<file path="config.mk">
export PLATFORM = sky130hd
export DESIGN_NAME = ldtu_mode_sequencer
export DESIGN_NICKNAME = d
export VERILOG_FILES = /design/src/rtl/ldtu_mode_sequencer.sv
export SDC_FILE = /design/constraint.sdc
export NUM_CORES = 1
export LEC_CHECK = 0
export ABC_AREA = 1
export CORE_AREA = 2 2 42 44
export DETAILED_ROUTE_END_ITERATION = 10
export DIE_AREA = 0 0 44 46
export PLACE_DENSITY = 0.71
export SYNTH_ARGS = -nofsm -noshare
export SYNTH_HDL_FRONTEND = slang
export SYNTH_SLANG_ARGS = --single-unit
</file>
<file path="constraint.sdc">
create_clock -name CLK -period 1.7 [get_ports CLK]
set_input_delay 0.425 -clock CLK [delete_from_list [all_inputs] [get_ports CLK]]
set_output_delay 0.425 -clock CLK [all_outputs]
set_load 0.03 [all_outputs]
</file>
<file path="src/rtl/ldtu_mode_sequencer.sv">
// ldtu_mode_sequencer: operating-mode controller for the LiTE-DTU 160 MHz datapath.
// Sequences hold-reset, calibration, ATU test passthrough and DTU run, and drains
// the output FIFO before leaving RUN so frame streams are never truncated.
// Optional feature macro: LDTU_ORBIT_ALIGN_EN (adds WAIT_ORBIT so RUN starts on an
// orbit boundary). Default build: feature disabled, orbit input unused.
//
// state      | code | meaning
// -----------+------+-----------------------------------------------------
// RESET      |  0   | datapath held in reset for RST_HOLD cycles
// RUN        |  1   | normal DTU encoding
// DRAIN      |  2   | encoder stopped, waiting for output FIFO to empty
// CALIB      |  3   | calibration in progress, datapath held in reset
// TEST       |  4   | ATU passthrough selected, datapath held in reset
// WAIT_ORBIT |  5   | datapath released, waiting for orbit (feature only)
// 6..7       |  -   | illegal, recover to RESET

module ldtu_mode_sequencer #(
  parameter int RST_HOLD      = 4,
  parameter int DRAIN_TIMEOUT = 64,
  parameter int CNT_BITS      = 7
) (
  input  logic       CLK,
  input  logic       rst_b,
  input  logic       calib_busy,
  input  logic       test_enable,
  input  logic       fifo_empty,
  input  logic       orbit,
  output logic       dp_rst_b,
  output logic       enc_enable,
  output logic       sel_atu,
  output logic [2:0] state_o,
  output logic       drain_timeout
);

  typedef enum logic [2:0] {
    S_RESET      = 3'd0,
    S_RUN        = 3'd1,
    S_DRAIN      = 3'd2,
    S_CALIB      = 3'd3,
    S_TEST       = 3'd4,
    S_WAIT_ORBIT = 3'd5
  } state_t;

  localparam logic [CNT_BITS-1:0] HOLD_LAST  = CNT_BITS'(RST_HOLD - 1);
  localparam logic [CNT_BITS-1:0] DRAIN_LAST = CNT_BITS'(DRAIN_TIMEOUT - 1);
  localparam logic [CNT_BITS-1:0] CNT_MAX    = '1;

`ifdef LDTU_ORBIT_ALIGN_EN
  localparam state_t RUN_ENTRY = S_WAIT_ORBIT;
`else
  localparam state_t RUN_ENTRY = S_RUN;
  logic unused_orbit;
  assign unused_orbit = orbit;
`endif

  state_t              state_q, state_d;
  logic [CNT_BITS-1:0] cnt_q, cnt_d;
  logic                dto_q, dto_d;

  // Request priority: calibration beats test, which beats the fallback target.
  function automatic state_t pick_target(input logic cb, input logic te,
                                         input state_t fallback);
    if (cb)      return S_CALIB;
    else if (te) return S_TEST;
    else         return fallback;
  endfunction

  // State, shared hold/drain counter and sticky timeout flag.
  always_ff @(posedge CLK) begin
    if (!rst_b) begin
      state_q <= S_RESET;
      cnt_q   <= '0;
      dto_q   <= 1'b0;
    end else begin
      state_q <= state_d;
      cnt_q   <= cnt_d;
      dto_q   <= dto_d;
    end
  end

  // Next-state, counter and sticky flag update.
  always_comb begin
    state_d = state_q;
    dto_d   = dto_q;
    case (state_q)
      S_RESET: begin
        if (cnt_q == HOLD_LAST) state_d = pick_target(calib_busy, test_enable, RUN_ENTRY);
      end
      S_RUN: begin
        if (calib_busy || test_enable) state_d = S_DRAIN;
      end
      S_DRAIN: begin
        if (fifo_empty) begin
          state_d = pick_target(calib_busy, test_enable, S_RESET);
        end else if (cnt_q == DRAIN_LAST) begin
          state_d = pick_target(calib_busy, test_enable, S_RESET);
          dto_d   = 1'b1;
        end
      end
      S_CALIB: begin
        if (!calib_busy) state_d = S_RESET;
      end
      S_TEST: begin
        if (calib_busy)        state_d = S_CALIB;
        else if (!test_enable) state_d = S_RESET;
      end
`ifdef LDTU_ORBIT_ALIGN_EN
      S_WAIT_ORBIT: begin
        if (calib_busy || test_enable) state_d = pick_target(calib_busy, test_enable, S_RESET);
        else if (orbit)                state_d = S_RUN;
      end
`endif
      default: state_d = S_RESET;
    endcase

    if (state_d != state_q) begin
      cnt_d = '0;
    end else if ((state_q == S_RESET || state_q == S_DRAIN) && cnt_q != CNT_MAX) begin
      cnt_d = cnt_q + 1'b1;
    end else begin
      cnt_d = cnt_q;
    end
  end

  // Moore output decode from the registered state; illegal codes look like RESET.
  always_comb begin
    dp_rst_b   = 1'b0;
    enc_enable = 1'b0;
    sel_atu    = 1'b0;
    case (state_q)
      S_RUN: begin
        dp_rst_b   = 1'b1;
        enc_enable = 1'b1;
      end
      S_DRAIN: dp_rst_b = 1'b1;
      S_TEST:  sel_atu  = 1'b1;
`ifdef LDTU_ORBIT_ALIGN_EN
      S_WAIT_ORBIT: dp_rst_b = 1'b1;
`endif
      default: ;
    endcase
  end

  assign state_o       = state_q;
  assign drain_timeout = dto_q;

endmodule

</file>
---- Yosys cells after proc, flatten, opt, wreduce, memory -nomap -nowiden ----
Index checks and enable logic that the tools add are counted.
word-level totals
  output and inout bits ................... 7
  input bits .............................. 6
  bits in registers ....................... 11
  logic and storage cells ................. 36
operators by class
  add/sub/neg operators ................... 1
  bitwise gates (word level) .............. 2
  mux-type cells .......................... 15
  equal/unequal tests ..................... 8
  reduce and logical (&&, ||, !) cells .... 7
operators with widths
  operator               count
  $mux W3                11
  $pmux W3 S5            1
  $add A7 B1 Y7 const B  1
  $eq A7 B2 Y1 const B   1
  $eq A7 B6 Y1 const B   1
  $ne A7 B7 Y1 const B   1
  $eq A3 B2 Y1 const B   2
  $reduce_or A2 Y1       2
  $eq A3 B1 Y1 const B   1
  $eq A3 B3 Y1 const B   1
  $logic_not A3 Y1       1
  $mux W1                3
  $ne A3 B3 Y1           1
  $reduce_and A3 Y1      1
  $logic_or A1 B1 Y1     2
  $not A1 Y1             2
  $logic_and A1 B1 Y1    1

---- Logic depth before layout (Yosys ltp) ----
  depth in word-level cells ............... 7
  depth in mapped cells ................... 13
  gate-level depth less buffers ........... 13

---- Least setup slack after synthesis ----
Ideal clock, no wire load.
  kind .................................... reg-to-output
  start ................................... register state_q[1], in the netlist state_o[1]
  end ..................................... output port dp_rst_b
  buffers on the path ..................... 0
  stages on the path, launching flop included .. 5
  slack ................................... 108 ps
  required time ........................... 1275 ps
  data arrival time ....................... 1167 ps
  cells stage by stage .................... dfxtp_1 inv_1 nor2_2 inv_1 nand2_1
on the way
  longest elaborated chain between the ends .. 3
  elaborated cells on any way between the ends .. 4
  those cells by class .................... eq/ne: 2; mux: 1; reduce/logical: 1
ends and longest elaborated chain
  item                                          line  text
  start, declared                               56    state_t state_q, state_d;
  start signal, assigned                        75    state_q <= state_d;
  $eq A3 B2 Y1 or $eq A3 B1 Y1 (tied branches)  130   case (state_q)
  $reduce_or A2 Y1 (no line) *                  -
  $mux W1 *                                     130
  end, declared                                 28    output logic dp_rst_b,
Mark *: on every way between the ends. The rest lies on a longest branch, timed or not.

---- Worst setup path after layout ----
  start ................................... register state_q[0], in the netlist state_o[0]
  end ..................................... output port dp_rst_b
The elaborated chain is that of the path after synthesis.

==> flow_metrics.tcl <==
set metrics [dict create \
    status "finished clean" \
    crit_path_cell_trace "inv_2 -> nor2_1 -> nand2_1 -> nand2_1 -> buf_6" \
    yosysTopAreaCell "dfxtp_1" \
    p_int_w 0.000570 \
    io_pins 13 \
    critPathCaptureType "output pin" \
    grt_pass1_wl_um 2670 \
    grt_use_total_pct 18.1 \
    ys_seq_area_share_pct 30.9 \
    synth.distinct_cells 14 \
    fp.dieH_um 46 \
    leakage_nw 0.535 \
    ant_nets 0 \
    seqPwrFrac_pct 34.5 \
    worstSetupPathType "flop to output pin" \
    fin_cells 163 \
    tritoncts "done" \
    p_comb_share_pct 46.0 \
    cts_buffer_depth 2 \
    critPathTopFamily "simple AND/OR/NAND/NOR gates" \
    drive_above_1_share_pct 28.1 \
    nNetsFinal 154 \
    report.final.hold_viol_count 0 \
    routabilityCongestion 0.791 \
    whs_ps 463 \
    ir_drop_uv 636 \
    drtIter0Drc 14 \
    synth_area_leaders "dfxtp_1, nand2_1, nor2_1" \
    cap_viol_max_count 0 \
    cts_sinks 11 \
    htree_levels 1 \
    critPathLaunchType "flop" \
    fin_crit_sh_pct 97.4 \
    cp.required_ps 1270 \
    vias 793 \
    layout_commonest_cell "nand2_1" \
    antenna_found_initial 0 \
    synth.avg_cell_area_um2 5.89 \
    ctsHoldBuffers 0 \
    synth-seq-cells 11 \
    dpl_cell_area_um2 890 \
    rsz0062_at_grt "yes" \
    die_w_um 44 \
    slew_headroom_pct 79.2 \
    fp.coreArea_um2 1610 \
    hpwl_um 1200 \
    finalSetupViolCount 0 \
    setup_tns_ps 0 \
    rows 15 \
    overflow 0 \
    first_global_vias 687 \
    slowest_stage "dfxtp_2" \
    die_area_um2 2020 \
    hold_path.class "flop to flop" \
    vias_per_cell 4.87 \
    avgRoutedWirePerCell_um 10.7 \
    cp_common_cell "nand2_1" \
    worstPathArrival_ps 1230 \
    syn_nets 128 \
    initial_core_util_pct 44.2 \
    finClkSkew_ps 6.65 \
    synthesis.instances 121 \
    swShare_pct 40.8 \
    dp.cells 156 \
    drtPass1Iterations 4 \
    layout_min_cycle_time_ps 1660 \
    clk_latency_ps 290 \
    diodes 0 \
    worst_pin_slew_ps 313 \
    power_density_nw_per_um2 958 \
    crit_buf_inv 2 \
    portBuffers 11 \
    synthDominantCellAreaShare_pct 30.9 \
    finalMaxSlewViolations 0 \
    path_max_fanout 4 \
    final_cell_mix "nand2_1, nor2_1, inv_1" \
    routed_wl_um 1740 \
    totalPowerFinal_w 0.000961 \
    syn_to_final_growth_pct 40.7 \
    pwr-share-clk_pct 19.5 \
    p_switching_w 0.000392 \
    max_stage_delay_ps 380 \
    synth_area_um2 713 \
    design_area_um2 1000 \
    cts_buffers 3 \
    drc_errors 0 \
    clkTransAtPathRegs_ps 70 \
    ctsRootBufferMaster "clkbuf_4" \
    grt_max_degree 8 \
    max_freq_ghz 0.604 \
    yosysWarnings 0 \
]
worst reg2reg max path, cell delays in order (launching register included):
cell,delay (ps)
dfxtp_4,370
ha_4,150
inv_4,40
nor2_4,80
nand2_2,70
nand2_2,80
nand2_1,50
nand2_1,60
inv_1,50
nor2_2,140
nor2_1,70
nor2_2,140
nand2_4,110
nor2_1,100
cells in the mapped netlist, drive strengths merged:
| cell | count |
|---|---|
| nor2 | 34 |
| xor2 | 4 |
| xnor2 | 1 |
| nand2 | 35 |
| ha | 1 |
| inv | 20 |
| nand4 | 4 |
| o21ai | 1 |
| nor3 | 2 |
| nand3 | 8 |
| dfxtp | 11 |
metrics by stage:
step | worst slack [ps] | utilization [%]
floorplan | 108 | -
finish | 43.7 | 62.2
global placement | -269 | 55.1
global route | -39.5 | 62.2
detailed placement | -309 | 55.1
CTS | 27.8 | 57.3
sequential cells by signal, indices dropped and copies added, names as in the netlist:
signal / cells
drain_timeout: 1
state_o: 3
cnt_q: 7
what timing repair did:
| action | 4_1_cts | 5_1_grt |
|---|---|---|
| setup endpoints to repair | 10 | 8 |
| setup buffers | 1 | 2 |
| pin swaps | 1 | 12 |
| endpoints found under the hold margin | 0 | 0 |
| gates resized for setup | 7 | 21 |
power groups by stage:
| stage | sequential, W | combinational [W] | clock (W) |
|---|---|---|---|
| 2_1_floorplan | 0.000338 | 0.000210 | 0 |
| 3_3_place_gp | 0.000320 | 0.000352 | 0 |
| 3_5_place_dp | 0.000322 | 0.000355 | 0 |
| 4_1_cts | 0.000316 | 0.000364 | 0.000192 |
| 5_1_grt | 0.000334 | 0.000496 | 0.000201 |
| 6_report | 0.000332 | 0.000442 | 0.000188 |
metal layers:
| metal | vias up | global-route usage, % | routed length, um |
|---|---|---|---|
| met4 | 0 | 10.9 | 39 |
| met2 | 20 | 27.6 | 836 |
| met1 | 350 | 23.5 | 782 |
| met5 | - | 0 | 0 |
| met3 | 5 | 3.57 | 84 |
| li1 | 418 | - | - |
cell type report:
class | count | area, um^2
Sequential cell | 11 | 231
Multi-Input combinational cell | 90 | 470
Clock inverter | 1 | 5.00
Clock buffer | 3 | 22.5
Fill cell | 149 | 611
Timing Repair Buffer | 21 | 175
Tap cell | 17 | 21.3
Inverter | 20 | 77.6
path summary, 6_finish.rpt:
check	startpoint	endpoint	slack, ps	depth (start not counted)
worst min-delay path	drain_timeout	drain_timeout	460	2
worst max register to register	cnt_q[1]	cnt_q[0]	130	13
worst min register to register	drain_timeout	drain_timeout	460	2
worst max-delay path	state_o[0]	dp_rst_b	40	5
cells by family after synthesis:
kind of cell / synth area share [%]
adder cells (fa/ha/maj): 1.75
XOR/XNOR: 6.14
AO/OA/AOI/OAI: 0.701
buffers and inverters: 10.5
AND/OR/NAND/NOR: 50.0
flip-flops: 30.9
(Power assumes the default switching activity.)
